===== src/rtl/joy_serial_reader_if.sv =====
// Pin-side and core-side signals of the serial joystick reader, bundled so the
// reader (master) and the surrounding logic (slave) see consistent directions.
interface joy_serial_reader_if #(
    parameter int PLAYERS = 2,
    parameter int BITS    = 16
);
    logic                      enable;
    logic                      JOY_DATA;
    logic                      JOY_CLK;
    logic                      JOY_LOAD;
    logic [PLAYERS*BITS-1:0]   joystick;
    logic [PLAYERS-1:0]        present;
    logic                      valid;

    modport master (
        input  enable,
        input  JOY_DATA,
        output JOY_CLK,
        output JOY_LOAD,
        output joystick,
        output present,
        output valid
    );

    modport slave (
        output enable,
        output JOY_DATA,
        input  JOY_CLK,
        input  JOY_LOAD,
        input  joystick,
        input  present,
        input  valid
    );
endinterface


===== src/rtl/joy_serial_reader.sv =====
// Serial-shift joystick reader for 74HC165-style chains: drives load/clock strobes,
// shifts in PLAYERS*BITS bits and publishes one decoded, coherent word per frame.
module joy_serial_reader #(
    parameter int PLAYERS    = 2,
    parameter int BITS       = 16,
    parameter int CLK_DIV    = 250,
    parameter int LOAD_TICKS = 2,
    parameter int INVERT     = 1
) (
    input  logic                 clk,
    input  logic                 reset_n,
    joy_serial_reader_if.master  bus
);
    localparam int N  = PLAYERS * BITS;
    localparam int KW = $clog2(N);
    localparam int CW = $clog2(CLK_DIV);
    localparam int LW = $clog2(LOAD_TICKS + 1);

    localparam logic [CW-1:0] TICK_LAST = CW'(CLK_DIV - 1);
    localparam logic [KW-1:0] K_LAST    = KW'(N - 1);
    localparam logic [LW-1:0] LOAD_LAST = LW'(LOAD_TICKS - 1);

    typedef enum logic [2:0] {
        ST_IDLE     = 3'd0,
        ST_LOAD     = 3'd1,
        ST_SHIFT_LO = 3'd2,
        ST_SHIFT_HI = 3'd3,
        ST_COMMIT   = 3'd4
    } state_t;

    state_t             state_q, state_d;
    logic [CW-1:0]      cnt_q, cnt_d;
    logic [KW-1:0]      k_q, k_d;
    logic [LW-1:0]      load_cnt_q, load_cnt_d;
    logic [N-1:0]       raw_q, raw_d;
    logic               sd1_q, sd1_d;
    logic               sd_q, sd_d;
    logic               joy_clk_q, joy_clk_d;
    logic               joy_load_q, joy_load_d;
    logic [N-1:0]       joystick_q, joystick_d;
    logic [PLAYERS-1:0] present_q, present_d;
    logic               valid_q, valid_d;
    logic               tick_s;
    logic [N+PLAYERS-1:0] decoded_s;

    // Per-pad polarity fix-up and presence test; an all-pressed pad is treated as absent.
    function automatic logic [N+PLAYERS-1:0] decode(input logic [N-1:0] raw);
        logic [BITS-1:0]    w;
        logic [BITS-1:0]    d;
        logic [PLAYERS-1:0] pres;
        logic [N-1:0]       joy;
        pres = {PLAYERS{1'b0}};
        joy  = {N{1'b0}};
        for (int p = 0; p < PLAYERS; p++) begin
            w       = raw[p*BITS +: BITS];
            d       = (INVERT != 0) ? ~w : w;
            pres[p] = ~(&d);
            joy[p*BITS +: BITS] = pres[p] ? d : {BITS{1'b0}};
        end
        return {pres, joy};
    endfunction

    assign tick_s    = (cnt_q == TICK_LAST);
    assign decoded_s = decode(raw_q);

    // Next-state logic: tick divider, synchroniser, frame sequencer and strobe levels.
    always_comb begin
        state_d    = state_q;
        k_d        = k_q;
        load_cnt_d = load_cnt_q;
        raw_d      = raw_q;
        joystick_d = joystick_q;
        present_d  = present_q;
        valid_d    = 1'b0;
        cnt_d      = tick_s ? CW'(0) : cnt_q + CW'(1);
        sd1_d      = bus.JOY_DATA;
        sd_d       = sd1_q;

        if (tick_s) begin
            case (state_q)
                ST_IDLE: begin
                    if (bus.enable) begin
                        state_d    = ST_LOAD;
                        load_cnt_d = LW'(0);
                    end else begin
                        state_d = ST_IDLE;
                    end
                end
                ST_LOAD: begin
                    if (load_cnt_q == LOAD_LAST) begin
                        state_d = ST_SHIFT_LO;
                        k_d     = KW'(0);
                    end else begin
                        load_cnt_d = load_cnt_q + LW'(1);
                    end
                end
                ST_SHIFT_LO: begin
                    raw_d[k_q] = sd_q;
                    state_d    = ST_SHIFT_HI;
                end
                ST_SHIFT_HI: begin
                    if (k_q == K_LAST) begin
                        state_d = ST_COMMIT;
                    end else begin
                        k_d     = k_q + KW'(1);
                        state_d = ST_SHIFT_LO;
                    end
                end
                ST_COMMIT: begin
                    joystick_d = decoded_s[N-1:0];
                    present_d  = decoded_s[N+PLAYERS-1:N];
                    valid_d    = 1'b1;
                    state_d    = ST_IDLE;
                end
                default: begin
                    state_d = ST_IDLE;
                end
            endcase
        end else begin
            state_d = state_q;
        end

        // Strobes follow the state being entered so their edges land one clk after tick.
        joy_clk_d  = (state_d == ST_SHIFT_HI);
        joy_load_d = (state_d != ST_LOAD);
    end

    // State and output registers with asynchronous clear.
    always_ff @(posedge clk or negedge reset_n) begin
        if (!reset_n) begin
            state_q    <= ST_IDLE;
            cnt_q      <= CW'(0);
            k_q        <= KW'(0);
            load_cnt_q <= LW'(0);
            raw_q      <= {N{1'b0}};
            sd1_q      <= 1'b0;
            sd_q       <= 1'b0;
            joy_clk_q  <= 1'b0;
            joy_load_q <= 1'b1;
            joystick_q <= {N{1'b0}};
            present_q  <= {PLAYERS{1'b0}};
            valid_q    <= 1'b0;
        end else begin
            state_q    <= state_d;
            cnt_q      <= cnt_d;
            k_q        <= k_d;
            load_cnt_q <= load_cnt_d;
            raw_q      <= raw_d;
            sd1_q      <= sd1_d;
            sd_q       <= sd_d;
            joy_clk_q  <= joy_clk_d;
            joy_load_q <= joy_load_d;
            joystick_q <= joystick_d;
            present_q  <= present_d;
            valid_q    <= valid_d;
        end
    end

    assign bus.JOY_CLK  = joy_clk_q;
    assign bus.JOY_LOAD = joy_load_q;
    assign bus.joystick = joystick_q;
    assign bus.present  = present_q;
    assign bus.valid    = valid_q;
endmodule


===== src/flat_wrapper.sv =====
// flat-port wrapper written by rule: the top's interface ports become plain ports
module joy_serial_reader_flat 
#(
    parameter int PLAYERS    = 2,
    parameter int BITS       = 16,
    parameter int CLK_DIV    = 250,
    parameter int LOAD_TICKS = 2,
    parameter int INVERT     = 1
)
  (clk, reset_n, bus_enable, bus_JOY_DATA, bus_JOY_CLK, bus_JOY_LOAD, bus_joystick, bus_present, bus_valid);
  joy_serial_reader_if #(.PLAYERS(PLAYERS), .BITS(BITS)) bus_i ();
  input  logic clk;
  input  logic reset_n;
  input wire logic [$bits(bus_i.enable)-1:0] bus_enable;
  input wire logic [$bits(bus_i.JOY_DATA)-1:0] bus_JOY_DATA;
  output wire logic [$bits(bus_i.JOY_CLK)-1:0] bus_JOY_CLK;
  output wire logic [$bits(bus_i.JOY_LOAD)-1:0] bus_JOY_LOAD;
  output wire logic [$bits(bus_i.joystick)-1:0] bus_joystick;
  output wire logic [$bits(bus_i.present)-1:0] bus_present;
  output wire logic [$bits(bus_i.valid)-1:0] bus_valid;
  assign bus_i.enable = bus_enable;
  assign bus_i.JOY_DATA = bus_JOY_DATA;
  assign bus_JOY_CLK = bus_i.JOY_CLK;
  assign bus_JOY_LOAD = bus_i.JOY_LOAD;
  assign bus_joystick = bus_i.joystick;
  assign bus_present = bus_i.present;
  assign bus_valid = bus_i.valid;
  joy_serial_reader #(.PLAYERS(PLAYERS), .BITS(BITS), .CLK_DIV(CLK_DIV), .LOAD_TICKS(LOAD_TICKS), .INVERT(INVERT)) u_core (.clk(clk), .reset_n(reset_n), .bus(bus_i));
endmodule

===== config.mk =====
export PLATFORM = sky130hd
export DESIGN_NAME = joy_serial_reader_flat
export DESIGN_NICKNAME = d
export VERILOG_FILES = /design/src/rtl/joy_serial_reader_if.sv /design/src/rtl/joy_serial_reader.sv /design/src/flat_wrapper.sv
export SDC_FILE = /design/constraint.sdc
export NUM_CORES = 1
export LEC_CHECK = 0
export ABC_AREA = 1
export CORE_ASPECT_RATIO = 0.6
export CORE_MARGIN = 2
export CORE_UTILIZATION = 51
export CTS_CLUSTER_DIAMETER = 50
export DETAILED_ROUTE_END_ITERATION = 10
export GPL_ROUTABILITY_DRIVEN = 0
export PLACE_DENSITY = 0.75
export REMOVE_ABC_BUFFERS = 1
export SLEW_MARGIN = 20
export SYNTH_ARGS = -nofsm -noshare
export SYNTH_HDL_FRONTEND = slang
export SYNTH_SLANG_ARGS = --single-unit

===== constraint.sdc =====
create_clock -name clk -period 1.85 [get_ports clk]
set_input_delay 0.4625 -clock clk [delete_from_list [all_inputs] [get_ports clk]]
set_output_delay 0.4625 -clock clk [all_outputs]
set_load 0.005 [all_outputs]

## Yosys cells after proc, flatten, opt, wreduce, memory -nomap -nowiden

Index checks and enable logic that the tools add are counted.
W data, S select, Z words.

- Bits in registers: 89
- Output and inout port bits: 37
- Logic and storage cells: 63

- Add/subtract/negate cells: 3
- $lt $le $gt $ge: 2
- Equality and inequality tests: 13
- Muxes and demuxes: 19
- Bitwise logic cells: 4
- Reduce and logical (&&, ||, !) cells: 10

Operators with widths:

| operator | number |
|---|---|
| $bwmux W32 | 1 |
| $mux W16 | 2 |
| $not A16 Y16 | 2 |
| $reduce_and A16 Y1 | 2 |
| $pmux W3 S4 | 1 |
| $mux W5 | 2 |
| $pmux W5 S2 | 1 |
| $eq A3 B2 Y1 const B | 3 |
| $mux W3 | 3 |
| $add A8 B1 Y8 const B | 1 |
| $eq A8 B8 Y1 const B | 1 |
| $mux W8 | 1 |
| $reduce_and A4 Y1 | 2 |
| $lt A5 B6 Y1 const B | 1 |
| $ne A2 B2 Y1 const B | 3 |
| $add A5 B1 Y5 const B | 1 |
| $demux W1 S5 | 1 |
| $eq A5 B5 Y1 const B | 1 |
| $ge A5 B1 Y1 const B | 1 |
| $mux W1 | 4 |
| $mux W2 | 2 |
| $pmux W2 S2 | 1 |
| $reduce_and A2 Y1 | 2 |
| $reduce_bool A2 Y1 | 2 |
| 9 further kinds | 10 |

## Depth between registers and ports, before layout

- Depth in word-level cells: 5
- Depth in mapped cells: 11
- Mapped depth without buffers: 10

## Least setup slack after synthesis

No wires, ideal clock.

- Path kind: reg-to-reg
- Start point: register u_core.k_q[0]
- End point: register u_core.k_q[3]
- Library setup time: 0.116 ns
- Arrival time: 1.600 ns
- Data required time: 1.734 ns
- Path slack: 0.134 ns
- Cell stages (with the launch flop): 11
- Period minus slack after synthesis: 1.716 ns
- Path through: dfrtp_1 > ha_1 > clkbuf_1 > nand2_1 > nor2_1 > ha_1 > nand4_1 > nand3_4 > clkinv_1 > nand2_1 > nand2_1

- Longest elaborated chain between the ends: 3
- Elaborated cells between the ends (all ways): 6
- Classes of those cells: add/sub: 1; eq/ne: 2; mux: 2; reduce/logical: 1

Ends and longest elaborated chain:

| element | line | source |
|---|---|---|
| from (decl) | joy_serial_reader.sv:33 | `logic [KW-1:0] k_q, k_d;` |
| from (signal assigned) | joy_serial_reader.sv:146 | `k_q <= k_d;` |
| $add A5 B1 Y5 / $eq A5 B5 Y1 (equally long branches) | joy_serial_reader.sv:105, joy_serial_reader.sv:102 |  |
| $mux W5 / $ne A2 B2 Y1 (equally long branches) | -- |  |
| $pmux W5 S2 / $reduce_and A4 Y1 (equally long branches) | -- |  |

Parallel ways exist; a longest one is shown, timed or not. The select of a mux whose other input is x is not followed.
A chain may end at the register's enable or synchronous reset.

## Worst setup path after layout

- Start point: register u_core.cnt_q[1]
- End point: register u_core.raw_q[3]

- Longest elaborated chain between the ends: 2

Ends and longest elaborated chain:

| element | line | source |
|---|---|---|
| from (decl) | joy_serial_reader.sv:32 | `logic [CW-1:0] cnt_q, cnt_d;` |
| from (signal assigned) | joy_serial_reader.sv:145 | `cnt_q <= cnt_d;` |
| $eq A8 B8 Y1 | joy_serial_reader.sv:63 | `assign tick_s = (cnt_q == TICK_LAST);` |
| $reduce_and A2 Y1 (no source line) | -- |  |
| to (signal assigned) | joy_serial_reader.sv:135 | `raw_q <= {N{1'b0}};` |
| to (signal assigned) | joy_serial_reader.sv:148 | `raw_q <= raw_d;` |
| to (decl) | joy_serial_reader.sv:35 | `logic [N-1:0] raw_q, raw_d;` |

No other way between the ends.

==> run_results.csv <==
group,metric,value,unit
pwr,seq_power_share,50.4,%
floorplanning,rows,25,
logic_synthesis,synth_xor_area_share,0.420,%
routing,drc,0,
layout,design_area,4950,sq um
placed_design,dp.cells,619,
cts,cts_sinks,89,
grt,antenna_found_initial,0,
placed_design,hpwl,5.75,mm
logic_synthesis,synth_seq_cells,89,
pwr,power_density,780,nW/um^2
min_path,min_path_type,"register to register",
pwr,peakVddDrop,0.575,mV
logic_synthesis,synth_top_family_by_area,"simple AND/OR/NAND/NOR gates",
timing,hold_violations,0,
cts,cts-buffers-inserted,9,
routing,drt_iter0_drc,232,
routing,vias,3265,
grt,track_usage,21.3,%
cts,cts_tree,"done",
outcome,status,"finished, final reports clean",
floorplanning,dieArea,8950,sq um
logic_synthesis,synthDistinctLibCells,33,
logic_synthesis,synth_edf_count,0,
logic_synthesis,synth_ff_type,"dfrtp_1",
floorplanning,die-height,74.1,um
pwr,switchingPower,809,uW
logic_synthesis,netlist_area,4170,sq um
worst_setup_path,worstSetupPathType,"register to register",
floorplanning,initial_utilization,52.7,%
timing,maxSlewHeadroom,63.9,%
routing,dr.pass1.iters,4,
layout,fin_cells,637,
worst_setup_path,critPathLaunchType,"register",
grt,overflow,0,
pwr,swShare,20.9,%
pwr,clock_power_share,47.8,%
logic_synthesis,yosysWarnings,0,
layout,fin_nets,536,
logic_synthesis,synthMuxAreaShare,0,%
timing,tightest_slew,539,ps
flow_run,cap_violations,0,
pwr,internal_power,3050,uW
timing,drv_slew,0,
timing,tns,0,ps
placed_design,placed_cell_area,4620,sq um
layout,diodes,0,
logic_synthesis,synthArstFlopShare,100,%
cts,cts_buffer_depth,2,
grt,grt_start_max_net_pins,44,
timing,fmax,585,MHz
worst_setup_path,cp-end-kind,"register",
cts,insertion_delay,340,ps
floorplanning,ioPinCount,41,
logic_synthesis,yosysSeqAreaShare,53.4,%
timing,rsz0062_at_grt,"no",
pwr,p_leak,0.00239,uW
worst_setup_path,worstReg2RegStart,"u_core.cnt_q[1]$_DFF_PN0_",
min_path,hold_start,"u_core.sd1_q$_DFF_PN0_",
logic_synthesis,yosysTopAreaCell,"dfrtp_1",
floorplanning,core,7910,sq um
routing,routedWlPerCell,13.5,um
cts,post_cts_buffers,0,
grt,grt_pass1_vias,3121,
cts,clk_pin_slew_worst_paths,70,ps
timing,setup_viol,0,
timing,hold_slack,354,ps
timing,period_needed,1710,ps
logic_synthesis,synth_simple_gate_area_share,28.4,%
layout,drive_gt1_share,8.13,%
logic_synthesis,synth.avg_cell_area,8.61,sq um
layout,area_growth,18.7,%
worst_setup_path,crit_path_start,"u_core.cnt_q[1]$_DFF_PN0_",
logic_synthesis,netlist_top_cells_area,"dfrtp_1 53%, nand2_1 12%, nand3_1 9.1%",
logic_synthesis,yosys.area_share.adder,2.40,%
pwr,p_comb_share,1.7,%
logic_synthesis,synth_compound_area_share,6.09,%
grt,grt_first_pass_wirelength,14.7,mm
routing,vias_per_cell,5.13,
logic_synthesis,synthCells,485,
worst_setup_path,cp.required,2070,ps
worst_setup_path,arrival,1930,ps
cts,root_buffer,"clkbuf_16",
routing,wl,8.59,mm
timing,finClkSkew,7.12,ps
worst_setup_path,critPathMaxFanout,16,
placed_design,port_buffers,40,
logic_synthesis,synth_top_area_share,52.8,%
cts,h-tree-depth,3,
timing,finalCritPeriodShare,92.4,%
routing,ant_nets,0,
floorplanning,die_x,121,um
-- worst max-delay path, stage by stage (launching register included) --
cell	delay [ps]
dfrtp_1	400
inv_1	70
ha_1	130
nand2_1	80
nor2_4	130
nand2_4	150
nor2_4	340
nand3_1	160
nand2_1	90
o21ai_1	60
-- cell usage after synthesis (2+ instances only) --
cell      number
nand2_1      131
dfrtp_1       88
nand3_1       76
inv_1         53
o21ai_1       36
nor2_1        18
nand4_1       12
buf_6         10
ha_1           8
nor3_1         8
o21ai_0        7
clkbuf_1       6
a21oi_1        3
buf_1          3
buf_2          3
inv_2          2
nor2_4         2
nor2_8         2
or2_2          2
xor2_1         2
-- repair_timing --
action | 4_1_cts | 5_1_grt
endpoints found under the hold margin | 8 | 0
resized for setup | 0 | 3
setup endpoints to repair | 0 | 18
hold buffers | 1 | 0
-- metal layers --
metal / wire length [um] / GRT usage [%] / vias up
met5: 0 / 0 / -
met1: 4290 / 29.7 / 1522
met4: 93 / 7.36 / 0
li1: - / - / 1647
met3: 466 / 5.67 / 9
met2: 3740 / 32.8 / 87
-- logic make-up after synthesis --
logic type / count (synthesis)
flip-flops: 89
adder cells (fa/ha/maj): 8
AND/OR/NAND/NOR: 257
buffers and inverters: 80
AO/OA/AOI/OAI: 49
XOR/XNOR: 2
-- stage by stage --
step | power (uW) | utilization (%) | setup slack [ps]
final | 3860 | 62.6 | 140
after global routing | 3990 | 62.6 | 43.5
after CTS | 3910 | 62.3 | 21.1
after detailed placement | 2050 | 58.4 | 94.9
after global placement | 2050 | 58.4 | 148
after floorplan | 1990 | - | 167
-- area by class of cell --
| type | instances | area (sq um) |
|---|---|---|
| repair buffers | 49 | 483 |
| flip-flops and latches | 89 | 2230 |
| fillers | 670 | 2960 |
| well taps | 108 | 135 |
| inverters | 58 | 225 |
| clock inverters | 5 | 62.6 |
| clock buffers | 11 | 243 |
| multi-input cells | 317 | 1580 |
-- power by group through the flow --
stage	registers (uW)	logic, uW	clock network, uW
after floorplan	1990	6.88	0
after global placement	1980	66.8	0
after detailed placement	1980	67.9	0
after CTS	1950	70.2	1890
after global routing	1950	77.1	1970
final	1950	66.7	1850
-- sequential cells by signal (all words and copies together) (netlist names) --
| register | cells |
|---|---|
| u_core.sd1_q | 1 |
| u_core.load_cnt_q | 2 |
| u_core.bus.valid | 1 |
| u_core.cnt_q | 8 |
| u_core.raw_q | 32 |
| u_core.bus.JOY_LOAD | 1 |
| u_core.bus.joystick | 32 |
| u_core.state_q | 3 |
| u_core.bus.JOY_CLK | 1 |
| u_core.sd_q | 1 |
| u_core.k_q | 5 |
| u_core.bus.present | 2 |
-- final timing paths --
check / slack (ps) / endpoint / cells after the start
hold / removal: 350 / u_core.sd_q$_DFF_PN0_ / 0
setup reg to reg: 140 / u_core.raw_q[3]$_DFFE_PN0P_ / 9
max in group asynchronous: 780 / u_core.bus.joystick[18]$_DFFE_PN0P_ / 3
setup / recovery: 140 / u_core.raw_q[3]$_DFFE_PN0P_ / 9
hold reg to reg: 350 / u_core.sd_q$_DFF_PN0_ / 0
min in group asynchronous: 550 / u_core.bus.JOY_CLK$_DFF_PN0_ / 2
-- layout by cell type, fill, tap and decap left out, types with 2 or more instances in the layout --
master,n
nand3_1,76
dfrtp_1,87
or2_2,2
nand4_1,12
nand2_1,131
o21ai_0,7
a21oi_1,3
inv_2,2
nor2_1,18
clkbuf_16,9
nor2_8,2
nor2_4,4
ha_1,8
clkinvlp_4,2
nor3_1,8
inv_1,53
inv_6,2
xor2_1,2
buf_4,8
clkdlybuf4s50_1,38
o21ai_1,36
Note: power is estimated with default switching activity, not from simulation.
